===== src/rtl/strike_detector.sv =====
// strike_detector: detects pitch-rate swings (rise above HIGH_TH, fall below LOW_TH) and
// reports each strike with its yaw zone, peak velocity and a running count.
module strike_detector #(
  parameter logic [15:0] HIGH_TH   = 16'd8000,
  parameter logic [15:0] LOW_TH    = 16'd1500,
  parameter logic [7:0]  MAX_SWING = 8'd50,
  parameter logic [7:0]  HOLDOFF   = 8'd10,
  parameter logic [15:0] YAW_SPLIT = 16'd4000
) (
  input  logic               clk,
  input  logic               rst,
  input  logic               sample_strobe,
  input  logic               initialized,
  input  logic               error,
  input  logic               gyro_valid,
  input  logic signed [15:0] gyro_y,
  input  logic signed [15:0] yaw,
  output logic               strike,
  output logic [1:0]         strike_zone,
  output logic [7:0]         strike_velocity,
  output logic [15:0]        strike_count,
  output logic               busy
);
  localparam logic [7:0] MAX_SW = (MAX_SWING == 8'd0) ? 8'd1 : MAX_SWING;
  localparam logic [7:0] HOLD_N = (HOLDOFF == 8'd0) ? 8'd1 : HOLDOFF;
  localparam logic signed [16:0] SPLIT = {1'b0, YAW_SPLIT};
  typedef enum logic [1:0] {IDLE, SWING, HOLD} state_t;
  state_t state, state_n;
  logic [15:0] peak, peak_n, count_n, mag;
  logic [7:0] swing_cnt, swing_n, hold_cnt, hold_n, vel_n;
  logic [1:0] zone_n, zone_now;
  logic strike_n, good;
  logic signed [16:0] yaw_x;
  assign good = sample_strobe & initialized & ~error & gyro_valid;
  assign mag = (gyro_y == -16'sd32768) ? 16'h7fff : gyro_y[15] ? 16'(-gyro_y) : gyro_y;
  assign yaw_x = {yaw[15], yaw};
  assign zone_now = (yaw_x < -SPLIT) ? 2'd0 : (yaw_x > SPLIT) ? 2'd2 : 2'd1;
  assign busy = (state != IDLE);
  always_comb begin
    state_n = state;
    peak_n = peak;
    swing_n = swing_cnt;
    hold_n = hold_cnt;
    strike_n = 1'b0;
    zone_n = strike_zone;
    vel_n = strike_velocity;
    count_n = strike_count;
    if (sample_strobe && !good) begin
      state_n = IDLE;
      peak_n = '0;
      swing_n = '0;
      hold_n = '0;
    end else if (good) begin
      case (state)
        IDLE: if (mag >= HIGH_TH) begin
          state_n = SWING;
          peak_n = mag;
          swing_n = 8'd1;
        end
        SWING: if (mag >= LOW_TH) begin
          // a swing already MAX_SW samples long is abandoned rather than extended
          if (swing_cnt >= MAX_SW) begin
            state_n = IDLE;
            peak_n = '0;
            swing_n = '0;
          end else begin
            peak_n = (mag > peak) ? mag : peak;
            swing_n = swing_cnt + 8'd1;
          end
        end else begin
          state_n = HOLD;
          strike_n = 1'b1;
          vel_n = peak[14:7];
          zone_n = zone_now;
          count_n = strike_count + 16'd1;
          peak_n = '0;
          swing_n = '0;
          hold_n = '0;
        end
        HOLD: begin
          hold_n = hold_cnt + 8'd1;
          if (hold_n >= HOLD_N) begin
            state_n = IDLE;
            hold_n = '0;
          end
        end
        default: state_n = IDLE;
      endcase
    end
  end
  always_ff @(posedge clk or posedge rst) begin
    if (rst) begin
      state <= IDLE;
      peak <= '0;
      swing_cnt <= '0;
      hold_cnt <= '0;
      strike <= 1'b0;
      strike_zone <= 2'd1;
      strike_velocity <= '0;
      strike_count <= '0;
    end else begin
      state <= state_n;
      peak <= peak_n;
      swing_cnt <= swing_n;
      hold_cnt <= hold_n;
      strike <= strike_n;
      strike_zone <= zone_n;
      strike_velocity <= vel_n;
      strike_count <= count_n;
    end
  end
endmodule


===== config.mk =====
export PLATFORM = sky130hd
export DESIGN_NAME = strike_detector
export DESIGN_NICKNAME = d
export VERILOG_FILES = /design/src/rtl/strike_detector.sv
export SDC_FILE = /design/constraint.sdc
export NUM_CORES = 1
export LEC_CHECK = 0
export ABC_AREA = 1
export CAP_MARGIN = 10
export CORE_AREA = 2 2 97 99
export DETAILED_ROUTE_END_ITERATION = 7
export DIE_AREA = 0 0 99 101
export PLACE_DENSITY = 0.77
export SLEW_MARGIN = 10
export SYNTH_ARGS = -nofsm -noshare
export SYNTH_HDL_FRONTEND = slang
export SYNTH_SLANG_ARGS = --single-unit

===== constraint.sdc =====
create_clock -name clk -period 1.9 [get_ports clk]
set_input_delay 0.19 -clock clk [delete_from_list [all_inputs] [get_ports clk]]
set_output_delay 0.19 -clock clk [all_outputs]
set_load 0.005 [all_outputs]

**Yosys cells after proc, flatten, opt, wreduce, memory -nomap -nowiden**

Cells that the tools add are included.

- Memory bits (writable): 0
- Output and inout port bits: 28
- Bits in latches: 0
- Memories: 0
- Bits in registers: 61
- Memory bits (read-only): 0
- Word-level logic and storage cells: 78
- Input port bits: 38

- Div/mod/pow operators: 0
- Multiply operators: 0
- Order comparisons: 7
- Add/sub/neg operators: 4
- Equality and inequality tests: 8
- Bitwise logic cells: 6
- Reductions and logical operators: 12
- Shift operators: 0
- Multiplexer cells: 33

Operators by type and width:

| kind | count |
|---|---|
| $mux 16 | 8 |
| $mux 8 | 9 |
| $pmux 16 s2 | 1 |
| $pmux 8 s2 | 2 |
| $add 16x1->16 const B | 1 |
| $add 8x1->8 const B | 2 |
| $eq 16x16->1 const B | 1 |
| $ge 16x11->1 const B | 1 |
| $ge 16x13->1 const B | 1 |
| $gt 16x13->1 const B | 1 |
| $gt 16x16->1 | 1 |
| $lt 16x13->1 const B | 1 |
| $mux 2 | 8 |
| $neg 16->16 | 1 |
| $reduce_and 4->1 | 3 |
| $ne 3x3->1 const B | 3 |
| $ge 8x4->1 const B | 1 |
| $ge 8x6->1 const B | 1 |
| $pmux 2 s3 | 1 |
| $reduce_and 3->1 | 2 |
| $reduce_bool 3->1 | 2 |
| $ne 5x5->1 const B | 1 |
| $mux 1 | 4 |
| $ne 4x4->1 const B | 1 |
| other kinds (8) | 13 |

**Longest topological paths before layout**

- Depth in word-level cells: 10
- Gate-level depth with buffers: 21
- Gate-level depth less buffers: 20

**Worst setup path after synthesis**

No wires, ideal clock.

- Path type: input-to-reg
- Start: input port gyro_y[0]
- End: register peak[8]
- Data required time: 1.784 ns
- Arrival: 2.331 ns
- Cell stages on the path: 18
- Setup slack: -0.548 ns
- Path buffers: 2
- Setup time: 0.116 ns
- Cells stage by stage: inv_1 -> ha_1 -> nand2_2 -> nor2_2 -> nand2_2 -> buf_6 -> inv_2 -> nor2_1 -> inv_1 -> ha_1 -> nand3_1 -> nor3_1 -> nand2_1 -> a32oi_1 -> nand2_4 -> buf_6 -> nand3_1 -> nand2_1

- Cells in the longest elaborated chain, start to end: 9
- Elaborated cells between the ends (all ways): 17
- Classes of those cells: 1 x add/sub; 3 x order compare; 3 x eq/ne; 9 x mux; 1 x reduce/logical

Ends and longest elaborated chain:

| element | line | text |
|---|---|---|
| from (decl) | 16 | `input logic signed [15:0] gyro_y,` |
| $neg 16->16 | 35 | `assign mag = (gyro_y == -16'sd32768) ? 16'h7fff : gyro_y[15] ? 16'(-gyro_y) : gyro_y;` |
| $mux 16 | 35 |  |
| $mux 16 * | 35 |  |
| parallel branches: the longest is 6 deep, another holds $ge 16x11->1 | n/a |  |
| to (signal assigned) | 103 | `peak <= peak_n;` |
| to (decl) | 29 | `logic [15:0] peak, peak_n, count_n, mag;` |

Mark *: on every way between the ends. The select of a mux whose other input is x is not followed.
A chain may end at the register's enable or synchronous reset.

**Final worst setup path**

- Start: input port gyro_y[7]
- End: register peak[15]

Same word-level chain as after synthesis.

==> flow_summary_export.csv <==
group,metric,value,unit
critical_path,crit_path_end_kind,"flip-flop",
drt,wl,14.1,mm
floorplan,rows,35,
synth,synth_mux_area_frac,0,
drt,wl_met1,5.54,mm
timing,fmax,443,MHz
critical_path,cp.required,2.15,ns
clock_network,cts_buffers,9,
floorplan,core_area,8980,um2
synth,synthSimpleGateAreaFrac,0.390,
floorplan,fp.dieW,99,um
synth,synth_compound_area_frac,0.0688,
grt,grt_usage,0.261,
synth,synth_top_family_by_area,"simple AND/OR/NAND/NOR gates",
drt,vias,4916,
synth,synth_xor_area_frac,0.0279,
timing,hold_violations,0,
floorplan,io-pin-count,66,
clock_network,cts_max_level,3,
power_and_ir_drop,power_density,654,nW/um2
grt,globalRoute.totalOverflow,0,
synth,yosys_warnings,0,
synth,synthFlopType,"dfrtp_1",
job,max_cap_viol_count,0,
drt,dr.pass1.iters,5,
place,place_hpwl,8.71,mm
clock_network,cts_tree,"built",
layout,drive_gt1_frac,0.365,
clock_network,clk_path_buf_depth,2,
drt,routedWlPerCell,15.4,um
floorplan,start_util,0.490,
critical_path,path_class,"in2reg",
synth,synth_edf_count,0,
critical_path,timing.rr.start,"swing_cnt[0]",
floorplan,dieArea,10000,um2
timing,fin_tns_setup,-8.59,ns
timing,setup_violations,49,
synth,synth_fp_nets,685,
drt,drt_iter0_markers,203,
synth,syn_avg_cell_area,7.04,um2
run_status,run_status,"finished, violations left",
floorplan,die_h,101,um
synth,synthArstFlopShare,1.00,
drt,top_layer,"met4",
timing,clock_skew,0.0104,ns
power_and_ir_drop,p_leak,3.39,nW
grt,grt_max_degree,26,
drt,drc,0,
critical_path,r2r_end,"peak[12]",
drt,ant_nets,0,
timing,maxSlewViolCount,0,
critical_path,worstSetupStartpointType,"input port",
clock_network,cts-root-buf,"clkbuf_8",
drt,via_per_inst,5.36,
timing,layout_min_cycle_time,2.26,ns
timing,rsz0062_at_grt,"true",
synth,syn_area,4400,um2
drt,wl_met3,865,um
critical_path,critPathMaxFanout,4,
grt,grt_pass1_wl,21.1,mm
grt,antenna_found_initial,0,
layout,fillCellCount,530,
synth,yosysUniqueCellTypes,43,
synth,synthAdderAreaFrac,0.0626,
clock_network,cts_num_sinks,61,
critical_path,crit_arrival,2.51,ns
synth,netlist_instances,625,
timing,tightest_slew,0.576,ns
timing,worst_slack,-0.357,ns
layout,multi_input_comb_area,3000,um2
timing,finalCritPeriodShare,1.19,
clock_network,hold_buffers,0,
place,io_buffers,65,
min_path,hp-class,"in2async",
timing,relSlewSlack,0.616,
grt,grt_pass1_vias,4782,
layout,area_delta_synth_final,58.9,%
layout,diodes,0,
clock_network,clk_pin_slew_worst_paths,0.08,ns
place,gp_congestion,0.889,
synth,synth_seq_cells,61,
critical_path,ff2ff_path_depth,13,
power_and_ir_drop,peakVddDrop,0.000415,V
drt,wl_met2,7.17,mm
synth,seq_area_frac_synth,0.347,
layout,finalNetCount,861,
critical_path,r2r_slack,-0.13,ns
clock_network,clk_latency,0.36,ns
run_status,violations,"setup timing",
place,dpl_worst_slack,-1.18,ns
layout,regArea,1530,um2
==> report_power, final <==
part | internal, mW | switching, mW
combinational | 0.798 | 0.927
sequential | 1.41 | 0.103
clock | 0.744 | 0.585
total | 2.95 | 1.62
==> state kept, by name (all words and copies together) (netlist names) <==
register         count
strike_count        16
strike               1
strike_velocity      8
swing_cnt            8
strike_zone          2
peak                16
hold_cnt             8
state                2
==> final cells by class <==
type | instances | share of cell area
flip-flops and latches | 61 | 0.219
clock inverters | 7 | 0.0141
clock buffers | 9 | 0.0177
inverters | 96 | 0.0583
multi-input cells | 458 | 0.429
well taps | 111 | 0.0199
repair inverters | 1 | 0.000895
repair buffers | 174 | 0.241
==> worst max-delay path: stages <==
cell and delay (ns):
buf_2 0.13, nor2_2 0.13, nand2_2 0.09, nor2_4 0.16, nand2_4 0.09, buf_12 0.14
inv_8 0.05, nor3_2 0.04, ha_1 0.34, nand2_4 0.07, inv_4 0.06, nand3_4 0.08
nor3_4 0.17, nand2_1 0.08, a32oi_2 0.22, nand2_4 0.15, clkbuf_16 0.19, nand3_2 0.07
nand2_1 0.05
==> layer usage <==
metal	vias to the layer above	track usage
li1	2335	-
met1	2296	0.299
met2	226	0.482
met3	59	0.0409
met4	0	0.113
met5	-	0
==> cells by family after synthesis <==
kind of cell	count (synthesis)
AOI/OAI and AO/OA	54
xor gates and xnor gates	14
adders and majority gates	22
buffers and inverters	107
DFF	61
and+or+nand+nor	367
==> cell usage after synthesis (6+ instances only) <==
master      n  share of area
nand2_1   194           0.17
inv_1      88          0.075
nor2_1     61          0.052
dfrtp_1    60           0.34
nand3_1    48          0.055
ha_1       22          0.063
o21ai_0    17          0.019
nand3_2    15          0.034
a21oi_1    14          0.016
o21ai_1    11          0.013
nor3_1     10          0.011
xnor2_1     8          0.016
inv_2       7         0.0060
nor2_2      7          0.010
nand3b_1    6          0.010
xor2_1      6          0.012
==> through the flow <==
stage / hold WS, ns / cell area, um2 / utilization / std cells / power (mW)
global placement: 0.448 / 5910 / 0.658 / 869 / 2.77
floorplan: 0.344 / 4530 / - / 625 / 2.28
detailed placement: 0.456 / 5910 / 0.658 / 869 / 2.82
CTS: 0.220 / 6630 / 0.739 / 904 / 4.31
finish: 0.204 / 6990 / 0.779 / 917 / 4.57
global route: 0.242 / 6990 / 0.779 / 917 / 4.79
==> worst max path at each step <==
stage	start	end	slack [ns]	depth (start not counted)
global route	gyro_y[2]	peak[8]	-0.54	17
floorplan	gyro_y[1]	peak[15]	-0.38	21
finish	gyro_y[7]	peak[15]	-0.36	19
CTS	gyro_y[0]	peak[15]	-0.21	21
detailed placement	gyro_y[1]	peak[10]	-1.18	21
global placement	gyro_y[1]	peak[14]	-1.09	18
==> timing repair <==
| item | in CTS | in global routing |
|---|---|---|
| setup endpoints to repair | 61 | 58 |
| pin swaps | 55 | 55 |
| buffers inserted | 14 | 14 |
| cloned | 5 | 1 |
| resized for setup | 162 | 79 |
==> layout by cell type (no fill, tap or decap), drive strengths merged <==
master and n:
nand3 65, and3 2, dfrtp 60, dfstp 1, o211ai 2, a211oi 4
o21ai 29, nor4 4, nand2 203, nor2 70, buf 122, inv 97
a2111oi 1, bufinv 2, clkbuf 12, ha 22, a21o 1, o22ai 1
xor2 6, nor3 12, nand4 5, a21oi 14, clkdlybuf4s50 49, nand3b 6
o31ai 1, xnor2 8, a32oi 1, or3 1, clkinv 4, clkinvlp 1
(Power assumes the default switching activity.)
